--- src/rtl/lfsr_gen.sv ---
// Parametrised LFSR pattern generator: Fibonacci or Galois form chosen at load,
// zero-seed substitution, valid/ready stall and sequence-period measurement.
module lfsr_gen #(
    parameter int               WIDTH    = 8,
    parameter logic [WIDTH-1:0] FTAPS    = WIDTH'(8'h1D),
    parameter logic [WIDTH-1:0] GTAPS    = WIDTH'(8'hB8),
    parameter logic [WIDTH-1:0] ZERO_SUB = WIDTH'(1'b1)
) (
    input  logic             clk,
    input  logic             rst_n,
    input  logic [WIDTH-1:0] seed,
    input  logic             load,
    input  logic             stop,
    input  logic             mode,
    output logic [WIDTH-1:0] dout,
    output logic             dout_vld,
    input  logic             dout_rdy,
    output logic             bit_out,
    output logic [WIDTH-1:0] period,
    output logic             period_vld,
    output logic             zero_sub
);

    typedef enum logic [0:0] {
        S_IDLE = 1'b0,
        S_RUN  = 1'b1
    } fsm_t;

    localparam logic [WIDTH-1:0] ONE = {{(WIDTH-1){1'b0}}, 1'b1};

    fsm_t             r_fsm;
    fsm_t             w_fsm_nxt;
    logic [WIDTH-1:0] r_state;
    logic [WIDTH-1:0] r_seed;
    logic [WIDTH-1:0] r_cnt;
    logic [WIDTH-1:0] r_period;
    logic             r_period_vld;
    logic             r_zero_sub;
    logic             r_mode;

    logic             w_dout_vld;
    logic             w_seed_zero;
    logic [WIDTH-1:0] w_seed_eff;
    logic [WIDTH-1:0] w_fib_nxt;
    logic [WIDTH-1:0] w_gal_nxt;
    logic [WIDTH-1:0] w_step;
    logic [WIDTH-1:0] w_cnt_inc;
    logic             w_adv;
    logic             w_hit;

    // FSM state register
    always_ff @(posedge clk or negedge rst_n) begin
        if (!rst_n) begin
            r_fsm <= S_IDLE;
        end else begin
            r_fsm <= w_fsm_nxt;
        end
    end

    // FSM next-state logic: load beats stop
    always_comb begin
        w_fsm_nxt = r_fsm;
        case (r_fsm)
            S_IDLE: begin
                if (load) begin
                    w_fsm_nxt = S_RUN;
                end else begin
                    w_fsm_nxt = S_IDLE;
                end
            end
            S_RUN: begin
                if (load) begin
                    w_fsm_nxt = S_RUN;
                end else if (stop) begin
                    w_fsm_nxt = S_IDLE;
                end else begin
                    w_fsm_nxt = S_RUN;
                end
            end
            default: w_fsm_nxt = S_IDLE;
        endcase
    end

    // FSM output decode, derived only from the state register
    always_comb begin
        w_dout_vld = 1'b0;
        case (r_fsm)
            S_IDLE:  w_dout_vld = 1'b0;
            S_RUN:   w_dout_vld = 1'b1;
            default: w_dout_vld = 1'b0;
        endcase
    end

    // Next-state candidates, seed substitution and advance/period-hit decode
    always_comb begin
        w_seed_zero = (seed == {WIDTH{1'b0}});
        if (w_seed_zero) begin
            w_seed_eff = ZERO_SUB;
        end else begin
            w_seed_eff = seed;
        end
        w_fib_nxt = {^(r_state & FTAPS), r_state[WIDTH-1:1]};
        w_gal_nxt = {1'b0, r_state[WIDTH-1:1]} ^ ({WIDTH{r_state[0]}} & GTAPS);
        if (r_mode) begin
            w_step = w_gal_nxt;
        end else begin
            w_step = w_fib_nxt;
        end
        w_cnt_inc = r_cnt + ONE;
        w_adv     = (r_fsm == S_RUN) && w_dout_vld && dout_rdy && !load && !stop;
        w_hit     = (w_step == r_seed);
    end

    // Datapath: load restarts the sequence, an accepted handshake advances it
    always_ff @(posedge clk or negedge rst_n) begin
        if (!rst_n) begin
            r_state      <= {WIDTH{1'b0}};
            r_seed       <= {WIDTH{1'b0}};
            r_cnt        <= {WIDTH{1'b0}};
            r_period     <= {WIDTH{1'b0}};
            r_period_vld <= 1'b0;
            r_zero_sub   <= 1'b0;
            r_mode       <= 1'b0;
        end else if (load) begin
            r_state      <= w_seed_eff;
            r_seed       <= w_seed_eff;
            r_zero_sub   <= w_seed_zero;
            r_mode       <= mode;
            r_cnt        <= {WIDTH{1'b0}};
            r_period_vld <= 1'b0;
        end else if (w_adv) begin
            r_state <= w_step;
            // Returning to the seed closes one period; the counter wraps naturally
            if (w_hit) begin
                r_period     <= w_cnt_inc;
                r_cnt        <= {WIDTH{1'b0}};
                r_period_vld <= 1'b1;
            end else begin
                r_cnt        <= w_cnt_inc;
                r_period_vld <= 1'b0;
            end
        end else begin
            r_period_vld <= 1'b0;
        end
    end

    assign dout       = r_state;
    assign dout_vld   = w_dout_vld;
    assign bit_out    = r_state[0];
    assign period     = r_period;
    assign period_vld = r_period_vld;
    assign zero_sub   = r_zero_sub;

endmodule

--- config.mk ---
export PLATFORM = sky130hd
export DESIGN_NAME = lfsr_gen
export DESIGN_NICKNAME = d
export VERILOG_FILES = /design/src/rtl/lfsr_gen.sv
export SDC_FILE = /design/constraint.sdc
export NUM_CORES = 1
export LEC_CHECK = 0
export CAP_MARGIN = 20
export CORE_AREA = 2 2 62 64
export DETAILED_ROUTE_END_ITERATION = 6
export DIE_AREA = 0 0 64 66
export DONT_BUFFER_PORTS = 1
export PLACE_DENSITY = 0.74
export RECOVER_POWER = 50
export SLEW_MARGIN = 0
export SYNTH_ARGS = -nofsm -noshare
export SYNTH_HDL_FRONTEND = slang
export SYNTH_SLANG_ARGS = --single-unit
export TNS_END_PERCENT = 100
--- constraint.sdc ---
create_clock -name clk -period 1.92 [get_ports clk]
set_input_delay 0.096 -clock clk [delete_from_list [all_inputs] [get_ports clk]]
set_output_delay 0.096 -clock clk [all_outputs]
set_load 0.01 [all_outputs]
==> results.py, run 1 <==
metrics = {
    "drt": {
        "first_iter_violations": 49,
        "drc": 0,
        "finalWirelength_um": 4020,
        "met1_length_um": 1560,
        "routed-wl-met3_um": 180,
        "antenna_left": 0,
        "maxUsedRoutingLayer": "met4",
        "avgViaCountPerCell": 5.52,
        "dr_wl_met2_um": 2220,
        "vias": 1385,
        "wl_per_cell_um": 16.0,
        "drtPass1Iterations": 7,
    },
    "yosys": {
        "synth_top_area_cell": "dfrtp_1",
        "synth.most_common_cell": "dfrtp_1",
        "synthDistinctLibCells": 36,
        "synthesis.nets": 190,
        "synth_top_cell_area_share_pct": 48.3,
        "synth_edf_count": 0,
        "synth-seq-cells": 36,
        "ys_seq_area_share_pct": 48.3,
        "synth_ff_type": "dfrtp_1",
        "synth_area_leaders": "dfrtp_1, o21ai_0, xor2_1",
        "synth_commonest_cells": "dfrtp_1, o21ai_0, nor2_1, xor2_1, nand2_1",
        "yosys_warnings": 0,
        "synth_cells": 175,
        "syn_area_um2": 1860,
        "post_synth.cell_area_avg_um2": 10.7,
        "asyncSetResetFlopFracSynth_pct": 100,
    },
    "critical_path": {
        "crit_path_end_kind": "flip-flop",
        "cp.required_ns": 2.15,
        "crit_fanout": 7,
        "crit_arrival_ns": 2.07,
        "rr_startpoint": "dout[2]",
        "worstReg2RegEnd": "period[2]",
        "crit_type": "flip-flop to flip-flop",
        "r2r_cells": 6,
        "worstSetupStartpointType": "flip-flop",
        "r2r_slack_ns": 0.08,
    },
    "timing": {
        "worst_pin_slew_ns": 0.882,
        "skew_ns": 0.00645,
        "fmax_ghz": 0.542,
        "hold_viol": 0,
        "period_needed_ns": 1.84,
        "rsz0062_at_grt": "true",
        "setup_ws_ns": 0.0756,
        "finalSetupViolCount": 0,
        "slew_headroom_pct": 41.2,
        "slew_viol_final": 0,
        "fin_crit_sh_pct": 96.1,
    },
    "cells_and_area": {
        "final_nets": 217,
        "layoutNonFillerInstCount": 251,
        "drive_gt1_share_pct": 21.2,
        "diodes": 0,
        "syn2layout_area_growth_pct": 18.7,
    },
    "floorplanning": {
        "dieWidth_um": 64,
        "core_area_um2": 3550,
        "die_h_um": 66,
        "fp.dieArea_um2": 4220,
        "pin_count": 34,
        "core.rowCount": 22,
        "initial_core_util_pct": 52.5,
    },
    "global_routing": {
        "grt_max_degree": 37,
        "grt_pass1_wl_um": 6880,
        "grt_overflow": 0,
        "gr-usage-all-layers_pct": 21.2,
        "grt_pass1_vias": 1490,
        "antenna_found_initial": 0,
    },
    "placed_design": {
        "place_ws_ns": 0.0427,
        "placed_cells": 229,
        "hpwl_um": 2880,
        "portBuffers": 0,
        "routabilityCongestion": 0.772,
    },
    "power": {
        "p_leak_nw": 1.04,
        "p_per_area_nw_per_um2": 710,
        "ir_drop_mv": 0.402,
    },
    "cts": {
        "cts_buffer_depth": 2,
        "cts_sinks": 36,
        "postCtsSetupBuffers": 0,
        "cts_tree": "built",
        "clkLatencyLatePin_ns": 0.33,
        "cts_buffers": 5,
        "cts.clk_slew.worst_paths_ns": 0.10,
        "ctsRootBufferMaster": "clkbuf_4",
        "htree_levels": 2,
    },
    "worst_hold_path": {
        "holdPathEnd": "dout[0]",
        "hold_class": "input pin to flip-flop",
        "hold_depth": 3,
        "min_from": "seed[3]",
    },
    "run": {
        "cap_viol_max_count": 0,
    },
    "status": {
        "status": "finished clean",
    },
}
## placed cells by master, fill, tap and decap left out, types with 5 or more instances in the layout
cell	count
inv_1	10
mux2_4	6
o21ai_0	22
nand2_1	11
xnor2_1	6
dlygate4sd3_1	12
xor2_1	12
nor2_1	12
clkbuf_4	5
buf_4	13
dfrtp_1	36
nand3_1	9
## state kept, by name, summed over array words and instances (netlist names)
name,count
dout,8
period,8
r_cnt,8
r_seed,8
period_vld,1
r_fsm,1
r_mode,1
zero_sub,1
## power breakdown
| group | leakage, nW | internal, mW | switching [mW] |
|---|---|---|---|
| Clock | 0.0326 | 0.181 | 0.237 |
| Combinational | 0.548 | 0.147 | 0.169 |
| Sequential | 0.460 | 0.797 | 0.0397 |
| Total | 1.04 | 1.12 | 0.446 |
## critical path, cell delays in order (launching register included)
cell and delay, ns:
dfrtp_1 0.43, xnor3_2 0.43, nor2_8 0.13, xnor2_1 0.14, nand3_2 0.17, clkinv_4 0.13
mux2_4 0.30
## per-layer routing
layer / up-vias / GRT usage [%]
met5: - / 0
met1: 689 / 22.9
met4: 0 / 5.71
met3: 8 / 6.47
met2: 34 / 40.0
li1: 654 / -
## per-stage QoR
stage	TNS (ns)	instance area (µm²)	total power, mW	util [%]	hold slack, ns
after floorplan	0	1860	1.05	-	-0.200
after global placement	0	1990	1.11	56.1	-0.199
after detailed placement	0	1990	1.12	56.1	-0.198
after CTS	0	2190	1.58	61.7	0.000337
after global routing	-0.0511	2210	1.66	62.3	0.0185
final	0	2210	1.57	62.3	0.0204
## layout make-up
class / count / area (µm²)
Clock buffer: 8 / 58.8
Tap cell: 48 / 60.1
Multi-Input combinational cell: 121 / 910
Inverter: 11 / 46.3
Fill cell: 309 / 1340
Sequential cell: 36 / 901
Timing Repair Buffer: 27 / 238
## cell families (layout without fill, tap and decap cells)
group | Yosys count | after routing | synth area share [%]
simple gates | 53 | 53 | 16.4
mux | 13 | 13 | 8.79
compound gates | 33 | 33 | 9.93
buf+inv | 18 | 46 | 4.03
flops | 36 | 36 | 48.3
xor+xnor | 21 | 21 | 11.8
fa+ha+maj | 1 | 1 | 0.671
## worst max path at each step
| stage | startpoint | endpoint | depth (start not counted) |
|---|---|---|---|
| after floorplan | dout[4] | period[2] | 6 |
| after global placement | dout[3] | period[6] | 6 |
| after detailed placement | dout[3] | period[6] | 6 |
| after CTS | dout[3] | period[2] | 6 |
| after global routing | dout[3] | period[5] | 6 |
| final | dout[2] | period[2] | 6 |
## repair_timing
item	in CTS	in global routing
setup endpoints to repair	0	9
hold buffers	13	0
gates resized for setup	0	5
endpoints found under the hold margin	63	0
Note: power is estimated with default switching activity, not from simulation.
==> inputs of run 2 (changes only) <==
--- a/config.mk
+++ b/config.mk
@@ -10,9 +10,10 @@
 export DETAILED_ROUTE_END_ITERATION = 6
 export DIE_AREA = 0 0 64 66
 export DONT_BUFFER_PORTS = 1
+export MAX_ROUTING_LAYER = met4
 export PLACE_DENSITY = 0.74
 export RECOVER_POWER = 50
-export SLEW_MARGIN = 0
+export SLEW_MARGIN = 30
 export SYNTH_ARGS = -nofsm -noshare
 export SYNTH_HDL_FRONTEND = slang
 export SYNTH_SLANG_ARGS = --single-unit
==> run 2 against run 1 <==
Compared with the run above:
- sequential share of layout area is 0.37 points higher
- cell count is 0.40% lower
- clock power hardly changed
- largest power group unchanged
- worst hold slack hardly changed
- largest cell class unchanged
==> results.py, run 2 (synthesis results as in run 1) <==
metrics = {
    "drt": {
        "wl_per_cell_um": 16.1,
        "avgViaCountPerCell": 5.51,
        "drtPass1Iterations": 6,
        "finalWirelength_um": 4030,
        "first_iter_violations": 59,
        "vias": 1378,
        "antenna_left": 0,
        "drc": 0,
    },
    "power": {
        "p_per_area_nw_per_um2": 715,
        "p_leak_nw": 1.03,
        "fin_total_pwr_mw": 1.57,
        "ir_drop_mv": 0.402,
    },
    "worst_hold_path": {
        "hold_depth": 3,
        "min_from": "seed[3]",
        "holdPathEnd": "dout[0]",
        "hold_class": "input pin to flip-flop",
    },
    "global_routing": {
        "grt_pass1_wl_um": 6880,
        "grt_max_degree": 37,
        "antenna_found_initial": 0,
        "grt_overflow": 0,
        "gr-usage-all-layers_pct": 21.8,
        "grt_pass1_vias": 1492,
    },
    "cts": {
        "cts_tree": "built",
        "clkLatencyLatePin_ns": 0.34,
        "htree_levels": 2,
        "cts_buffer_depth": 2,
        "ctsRootBufferMaster": "clkbuf_4",
        "cts.clk_slew.worst_paths_ns": 0.10,
        "cts_sinks": 36,
        "cts_buffers": 5,
    },
    "cells_and_area": {
        "final_cell_mix": "dfrtp_1, o21ai_0, buf_4",
        "utilization_pct": 61.8,
        "final_common_cell": "dfrtp_1",
        "drive_gt1_share_pct": 21.3,
        "diodes": 0,
        "final_nets": 216,
        "layoutNonFillerInstCount": 250,
        "fillers": 311,
        "fin_area_um2": 2190,
        "syn2layout_area_growth_pct": 17.7,
    },
    "timing": {
        "slew_headroom_pct": 41.0,
        "skew_ns": 0.00689,
        "hold_ws_ns": 0.0202,
        "rsz0062_at_grt": "true",
        "slew_viol_final": 0,
        "fin_crit_sh_pct": 96.0,
        "period_needed_ns": 1.84,
        "fmax_ghz": 0.542,
        "hold_viol": 0,
        "worst_pin_slew_ns": 0.886,
        "finalSetupViolCount": 0,
    },
    "placed_design": {
        "portBuffers": 0,
        "hpwl_um": 2880,
        "placed_cells": 229,
        "placed_cell_area_um2": 1990,
        "routabilityCongestion": 0.783,
    },
    "run": {
        "cap_viol_max_count": 0,
    },
    "critical_path": {
        "r2r_cells": 6,
        "crit_path_end_kind": "flip-flop",
        "r2r_slack_ns": 0.08,
        "cp.required_ns": 2.15,
        "worstSetupStartpointType": "flip-flop",
        "crit_fanout": 7,
        "crit_type": "flip-flop to flip-flop",
        "crit_arrival_ns": 2.08,
        "rr_startpoint": "dout[2]",
        "worstReg2RegEnd": "period[4]",
    },
    "floorplanning": {
        "die_h_um": 66,
        "core_area_um2": 3550,
        "core.rowCount": 22,
        "pin_count": 34,
        "fp.dieArea_um2": 4220,
        "initial_core_util_pct": 52.5,
        "dieWidth_um": 64,
    },
    "status": {
        "status": "finished clean",
    },
}
[run 2: how the worst max path moves through the flow]
stage	start	end	cells after the start
floorplan	dout[4]	period[2]	6
global placement	dout[3]	period[6]	6
detailed placement	dout[3]	period[6]	6
CTS	dout[3]	period[2]	6
global route	dout[3]	period[5]	6
finish	dout[2]	period[4]	6
[run 2: repair_timing]
item | CTS | global route
hold buffers | 13 | 0
hold endpoints to repair | 63 | 0
endpoints found under the setup margin | 0 | 12
resized for setup | 0 | 5
setup buffers | 0 | 0
[run 2: layout make-up]
cell class | instances | area [µm²] | area share [%]
timing repair buffer | 26 | 218 | 9.93
inverter | 11 | 46.3 | 2.11
clock buffer | 8 | 58.8 | 2.68
sequential | 36 | 901 | 41.1
multi-input combinational | 121 | 910 | 41.5
tap | 48 | 60.1 | 2.74
[run 2: worst max-delay path, cell delays in order (launching register included)]
cell	delay (ns)
dfrtp_1	0.43
xnor3_2	0.43
nor2_8	0.13
xnor2_1	0.14
nand3_2	0.17
clkinv_4	0.13
mux2_4	0.30
[run 2: routing by layer]
| layer | global-route usage (%) | wire length [µm] |
|---|---|---|
| met1 | 23.1 | 1570 |
| met2 | 40.0 | 2220 |
| met3 | 6.30 | 181 |
| met4 | 5.71 | 64 |
| met5 | - | 0 |
[run 2: where the power goes]
group / switching (mW) / internal, mW / total, mW
Clock: 0.238 / 0.181 / 0.419
Combinational: 0.169 / 0.143 / 0.312
Sequential: 0.0398 / 0.797 / 0.837
[run 2: stage by stage]
step	setup WS [ns]	setup TNS, ns
finish	0.0766	0
global route	-0.0141	-0.0511
CTS	0.0134	0
detailed placement	0.0427	0
global placement	0.0991	0
floorplan	0.0113	0
